===== src/rtl/alu_issue_stage.sv =====
// alu_issue_stage: ID/EX register for the 8-bit ALU.
// Decodes opcode/funct3/funct7[5] into a 4-bit ALU control code, registers
// operands/immediate/destination, and applies EX/MEM and MEM/WB forwarding
// onto the operand buses on the output side.
module alu_issue_stage #(
    parameter int XLEN = 8,
    parameter int REGW = 5
) (
    input  logic            clk,
    input  logic            rst,
    input  logic            id_valid,
    input  logic [6:0]      id_opcode,
    input  logic [2:0]      id_funct3,
    input  logic            id_funct7_b5,
    input  logic [REGW-1:0] id_rs1,
    input  logic [REGW-1:0] id_rs2,
    input  logic [REGW-1:0] id_rd,
    input  logic [XLEN-1:0] id_rs1_data,
    input  logic [XLEN-1:0] id_rs2_data,
    input  logic [XLEN-1:0] id_imm,
    input  logic            stall,
    input  logic            flush,
    input  logic            exmem_regwrite,
    input  logic [REGW-1:0] exmem_rd,
    input  logic [XLEN-1:0] exmem_result,
    input  logic            memwb_regwrite,
    input  logic [REGW-1:0] memwb_rd,
    input  logic [XLEN-1:0] memwb_result,
    output logic            ex_valid,
    output logic [3:0]      alu_control,
    output logic [XLEN-1:0] alu_data1,
    output logic [XLEN-1:0] alu_data2,
    output logic [XLEN-1:0] ex_store_data,
    output logic [REGW-1:0] ex_rd,
    output logic            ex_regwrite,
    output logic            ex_memread,
    output logic            ex_memwrite,
    output logic            ex_branch,
    output logic            ex_illegal
);

    typedef enum logic [3:0] {
        ALU_AND = 4'b0000,
        ALU_OR  = 4'b0001,
        ALU_ADD = 4'b0010,
        ALU_SUB = 4'b0110
    } alu_op_t;

    typedef enum logic [6:0] {
        OP_R      = 7'b0110011,
        OP_IMM    = 7'b0010011,
        OP_LOAD   = 7'b0000011,
        OP_STORE  = 7'b0100011,
        OP_BRANCH = 7'b1100011
    } opcode_t;

    // Decode results (combinational, only ever consumed by the stage register)
    logic    dec_legal;
    alu_op_t dec_ctrl;
    logic    dec_use_rs2;
    logic    dec_regwrite;
    logic    dec_memread;
    logic    dec_memwrite;
    logic    dec_branch;

    // Stage registers
    logic            valid_q;
    alu_op_t         ctrl_q;
    logic            use_rs2_q;
    logic            regwrite_q;
    logic            memread_q;
    logic            memwrite_q;
    logic            branch_q;
    logic            illegal_q;
    logic [REGW-1:0] rs1_q;
    logic [REGW-1:0] rs2_q;
    logic [REGW-1:0] rd_q;
    logic [XLEN-1:0] rs1_data_q;
    logic [XLEN-1:0] rs2_data_q;
    logic [XLEN-1:0] imm_q;

    logic [XLEN-1:0] fwd_rs1;
    logic [XLEN-1:0] fwd_rs2;

    // Decode opcode/funct fields into ALU control and class flags
    always_comb begin
        dec_legal    = 1'b0;
        dec_ctrl     = ALU_AND;
        dec_use_rs2  = 1'b0;
        dec_regwrite = 1'b0;
        dec_memread  = 1'b0;
        dec_memwrite = 1'b0;
        dec_branch   = 1'b0;
        case (id_opcode)
            OP_R: begin
                dec_use_rs2  = 1'b1;
                dec_regwrite = 1'b1;
                case (id_funct3)
                    3'b000: begin dec_legal = 1'b1; dec_ctrl = id_funct7_b5 ? ALU_SUB : ALU_ADD; end
                    3'b111: begin dec_legal = 1'b1; dec_ctrl = ALU_AND; end
                    3'b110: begin dec_legal = 1'b1; dec_ctrl = ALU_OR;  end
                    default: dec_legal = 1'b0;
                endcase
            end
            OP_IMM: begin
                dec_regwrite = 1'b1;
                case (id_funct3)
                    3'b000: begin dec_legal = 1'b1; dec_ctrl = ALU_ADD; end
                    3'b111: begin dec_legal = 1'b1; dec_ctrl = ALU_AND; end
                    3'b110: begin dec_legal = 1'b1; dec_ctrl = ALU_OR;  end
                    default: dec_legal = 1'b0;
                endcase
            end
            OP_LOAD: begin
                dec_legal    = (id_funct3 == 3'b000);
                dec_ctrl     = ALU_ADD;
                dec_memread  = 1'b1;
                dec_regwrite = 1'b1;
            end
            OP_STORE: begin
                dec_legal    = (id_funct3 == 3'b000);
                dec_ctrl     = ALU_ADD;
                dec_memwrite = 1'b1;
            end
            OP_BRANCH: begin
                dec_legal   = (id_funct3 == 3'b000);
                dec_ctrl    = ALU_SUB;
                dec_use_rs2 = 1'b1;
                dec_branch  = 1'b1;
            end
            default: dec_legal = 1'b0;
        endcase
    end

    // Stage register: rst > flush > stall > load; illegal or empty slots load a zeroed bubble
    always_ff @(posedge clk) begin
        if (rst || flush) begin
            valid_q    <= 1'b0;
            ctrl_q     <= ALU_AND;
            use_rs2_q  <= 1'b0;
            regwrite_q <= 1'b0;
            memread_q  <= 1'b0;
            memwrite_q <= 1'b0;
            branch_q   <= 1'b0;
            illegal_q  <= 1'b0;
            rs1_q      <= '0;
            rs2_q      <= '0;
            rd_q       <= '0;
            rs1_data_q <= '0;
            rs2_data_q <= '0;
            imm_q      <= '0;
        end else if (stall) begin
            illegal_q <= 1'b0;
        end else if (id_valid && dec_legal) begin
            valid_q    <= 1'b1;
            ctrl_q     <= dec_ctrl;
            use_rs2_q  <= dec_use_rs2;
            regwrite_q <= dec_regwrite;
            memread_q  <= dec_memread;
            memwrite_q <= dec_memwrite;
            branch_q   <= dec_branch;
            illegal_q  <= 1'b0;
            rs1_q      <= id_rs1;
            rs2_q      <= id_rs2;
            rd_q       <= dec_regwrite ? id_rd : '0;
            rs1_data_q <= id_rs1_data;
            rs2_data_q <= id_rs2_data;
            imm_q      <= id_imm;
        end else begin
            valid_q    <= 1'b0;
            ctrl_q     <= ALU_AND;
            use_rs2_q  <= 1'b0;
            regwrite_q <= 1'b0;
            memread_q  <= 1'b0;
            memwrite_q <= 1'b0;
            branch_q   <= 1'b0;
            illegal_q  <= id_valid;
            rs1_q      <= '0;
            rs2_q      <= '0;
            rd_q       <= '0;
            rs1_data_q <= '0;
            rs2_data_q <= '0;
            imm_q      <= '0;
        end
    end

    // Forwarding mux for one stored source index; EX/MEM beats MEM/WB, x0 never forwards
    function automatic logic [XLEN-1:0] forward(input logic [REGW-1:0] idx,
                                                input logic [XLEN-1:0] regval);
        if (exmem_regwrite && (exmem_rd != '0) && (exmem_rd == idx))
            return exmem_result;
        else if (memwb_regwrite && (memwb_rd != '0) && (memwb_rd == idx))
            return memwb_result;
        else
            return regval;
    endfunction

    // Operand buses after forwarding
    always_comb begin
        fwd_rs1 = forward(rs1_q, rs1_data_q);
        fwd_rs2 = forward(rs2_q, rs2_data_q);
    end

    assign ex_valid      = valid_q;
    assign alu_control   = ctrl_q;
    assign alu_data1     = fwd_rs1;
    assign alu_data2     = use_rs2_q ? fwd_rs2 : imm_q;
    assign ex_store_data = fwd_rs2;
    assign ex_rd         = rd_q;
    assign ex_regwrite   = regwrite_q;
    assign ex_memread    = memread_q;
    assign ex_memwrite   = memwrite_q;
    assign ex_branch     = branch_q;
    assign ex_illegal    = illegal_q;

endmodule


===== config.mk =====
export PLATFORM = sky130hd
export DESIGN_NAME = alu_issue_stage
export DESIGN_NICKNAME = d
export VERILOG_FILES = /design/src/rtl/alu_issue_stage.sv
export SDC_FILE = /design/constraint.sdc
export NUM_CORES = 1
export LEC_CHECK = 0
export BUFFER_PORTS_ARGS = -buffer_cell sky130_fd_sc_hd__buf_2
export CAP_MARGIN = 25
export CORE_MARGIN = 5
export CORE_UTILIZATION = 50
export CTS_BUF_LIST = sky130_fd_sc_hd__clkbuf_8 sky130_fd_sc_hd__clkbuf_16
export DETAILED_ROUTE_END_ITERATION = 10
export GPL_ROUTABILITY_DRIVEN = 1
export GPL_TIMING_DRIVEN = 0
export PLACE_DENSITY = 0.86
export RECOVER_POWER = 50
export SETUP_SLACK_MARGIN = 0.15
export SLEW_MARGIN = 30
export SYNTH_ARGS = -nofsm -noshare
export SYNTH_HDL_FRONTEND = slang
export SYNTH_SLANG_ARGS = --single-unit

===== constraint.sdc =====
create_clock -name clk -period 4.57 [get_ports clk]
set_input_delay 0.457 -clock clk [delete_from_list [all_inputs] [get_ports clk]]
set_output_delay 0.457 -clock clk [all_outputs]
set_load 0.005 [all_outputs]

==> run summary <==
Post-synth top area share -> 39.1%
Drt pass-1 iters -> 4
CTS HTree Levels -> 2
Synth Area in Compound Gates -> 23.2%
Die span in x -> 80.9 um
Initial DRC Count -> 186
DR DRC count -> 0
Clock sinks -> 49
Hold Path Class -> in -> reg
CTS tree -> built
Wire per inst -> 15.2 um
Maxcap violations -> 0
Setup TNS -> 0 ns
Largest family of logic cells by synthesized area -> compound AO/OA/AOI/OAI gates
Ys async rst share -> 0%
RSZ-0062 raised after global routing -> no
Most common cell after layout, fill and taps aside -> buf_2
Relative slew slack -> 41.1%
Postcts setup bufs -> 0
Initial Utilization -> 52.5%
VDD IR-drop max -> 0.000271 V
Simple-gate share of the synthesized area -> 17.9%
Fraction of layout cells with a size suffix above 1 -> 31.2%
Cell variety after synth -> 39
Syn Nets -> 385
GP Congestion -> 0.848
CP max stage delay -> 0.41 ns
Vias in the first global route -> 2614
Commonest non-fill, non-tap cells in the layout -> buf_2 (111), nor2_1 (55), dfxtp_1 (49), a22oi_1 (40), clkbuf_1 (26)
Top Family by Delay on Critical Path -> simple AND/OR/NAND/NOR gates
Setup Skew -> 0 ns
Core area -> 4790 um2
Met1 Use GR -> 28.3%
Max-slew violation count -> 0
Cts bufs inserted -> 5
Setup CP Type -> reg -> out
I/O pins -> 122
CP max stage cell -> dfxtp_1
Mean number of vias per cell -> 5.34
Synth warn -> 0
Clock tree buffer depth -> 2
Initial antenna violation count -> 0
Fmax -> 353 MHz
Diode count -> 0
Outcome -> completed
Worst Path Buf+Inv -> 2
Pwr per Cell Area -> 253 nW/um2
Crit share post-route -> 62.0%
Final hold violation count -> 0
Post-synthesis sequential area ratio -> 39.1%
CP Max Fanout -> 9
Number of synthesized flops with an enable pin -> 0
Crit-path cells -> xnor2_1 > nand4_1 > or2_2 > buf_6 > a31oi_1 > mux2_2 > buf_2
Largest net degree at the start of global routing -> 17
Clk slew on worst S/H paths -> 0.09 ns
GR peak layer -> met2
Worst Path Required -> 4.11 ns
Post-Synth XOR/XNOR Area -> 7.32%
Final HPWL DP -> 6110 um
Multiplexer area fraction after synthesis -> 6.78%
GR Util met2 -> 40.7%
Netlist Area Pre-Place -> 2510 um2
Synthesized instance count -> 302
Routed wire length -> 7530 um
Cts repair resizes -> 0
Fill cells -> 439
Crit path launch type -> register
Area Growth Syn to Fin -> 31.1%
Die height -> 80.9 um
Gr usage total -> 23.2%
Top cells by area, synth -> dfxtp_1 (39%), a22oi_1 (12%), nor2_1 (8.2%), xnor2_1 (5.9%), mux2_2 (3.6%)
Setup violators final -> 0
Vias -> 2649
Hold Buf Count CTS -> 0
Met3 GRT Util -> 5.76%
Global-route wire length before repair -> 12000 um
Post-synthesis adder-cell area fraction -> 0%
I/O Buffers -> 119
Nets -> 511
Leak -> 1.34 nW
Yosys top cell by area -> dfxtp_1
Total gr overflow -> 0
Die area -> 6540 um2
Worst-Skew Late Latency -> 0.30 ns
Critical Path End Type -> primary output
Root Buffer -> clkbuf_8
Antenna Nets Post-Route -> 0
Util after Layout -> 68.8%
Worst slew pin tran -> 0.882 ns
Synth Flop Type -> dfxtp_1
# rows -> 25
Avg Cell Area, Syn -> 8.32 um2
CP arrival -> 2.38 ns
Register bit total from synthesis -> 49
Fin crit period -> 2.83 ns
==> flip-flops by register name, indices dropped and copies added, names as in the netlist, 3 cells and up <==
name         count
imm_q            8
rs1_data_q       8
rs2_data_q       8
ex_rd            5
rs1_q            5
rs2_q            5
alu_control      3
==> worst reg2reg max path: stages (launching register included) <==
cell and delay (ns):
dfxtp_1 0.31, clkbuf_1 0.38, a32oi_1 0.09, nor2_1 0.10
==> cells by family (layout without fill, tap and decap cells) <==
family	after synthesis	after routing
AO/OA/AOI/OAI	84	84
XOR/XNOR	21	21
buffers and inverters	34	161
flip-flops	49	49
multiplexers	16	16
other	1	1
AND/OR/NAND/NOR	97	97
==> through the flow <==
step	hold slack (ns)	cells	area [um2]	power [mW]	worst slack, ns
floorplan	0.457	302	2510	0.477	2.22
global placement	0.449	488	3190	0.530	1.82
detailed placement	0.451	488	3190	0.532	1.80
CTS	0.380	496	3310	0.837	1.74
global route	0.377	496	3290	0.869	1.57
finish	0.381	496	3290	0.833	1.74
==> synth_stat cells, types with 5 or more instances <==
master / n
nor2_1: 55
dfxtp_1: 49
a22oi_1: 40
clkbuf_1: 17
xnor2_1: 17
a21oi_1: 14
nor3_1: 12
o21ai_0: 12
inv_1: 11
a31oi_1: 8
mux2_2: 8
mux2i_1: 8
or3_1: 8
nand2_1: 5
==> power by group <==
group | internal (mW) | leakage (nW) | total, mW | switching (mW)
sequential | 0.427 | 0.395 | 0.427 | 0.000171
combinational | 0.0431 | 0.894 | 0.0963 | 0.0532
clock | 0.164 | 0.0543 | 0.310 | 0.146
==> final timing paths <==
path | from | endpoint | slack [ns] | cells after the start
worst max-delay path | rs2_q[1]$_SDFFE_PP0N_ | alu_data2[0] | 1.74 | 7
worst min register to register | ex_memwrite$_SDFFE_PP0N_ | ex_memwrite$_SDFFE_PP0N_ | 0.46 | 2
worst min-delay path | id_imm[2] | imm_q[2]$_SDFFE_PP0N_ | 0.38 | 3
worst max register to register | use_rs2_q$_SDFFE_PP0N_ | use_rs2_q$_SDFFE_PP0N_ | 3.63 | 3
==> metal layers <==
metal	share of wire, %	routed length [um]	up-vias
met1	41	3100	1222
met4	1.3	95	0
met2	50	3760	83
met3	7.6	570	11
li1	-	-	1333
met5	0	0	-
==> final cells by class <==
class | instances | area, um2 | share of cell area [%]
Buffer | 23 | 98.8 | 3.00
Clock buffer | 5 | 68.8 | 2.09
Clock inverter | 3 | 46.3 | 1.41
Inverter | 11 | 41.3 | 1.25
Multi-Input combinational cell | 219 | 1390 | 42.2
Sequential cell | 49 | 981 | 29.8
Tap cell | 67 | 83.8 | 2.55
Timing Repair Buffer | 119 | 584 | 17.7
Power figures use the tool's default switching activity.
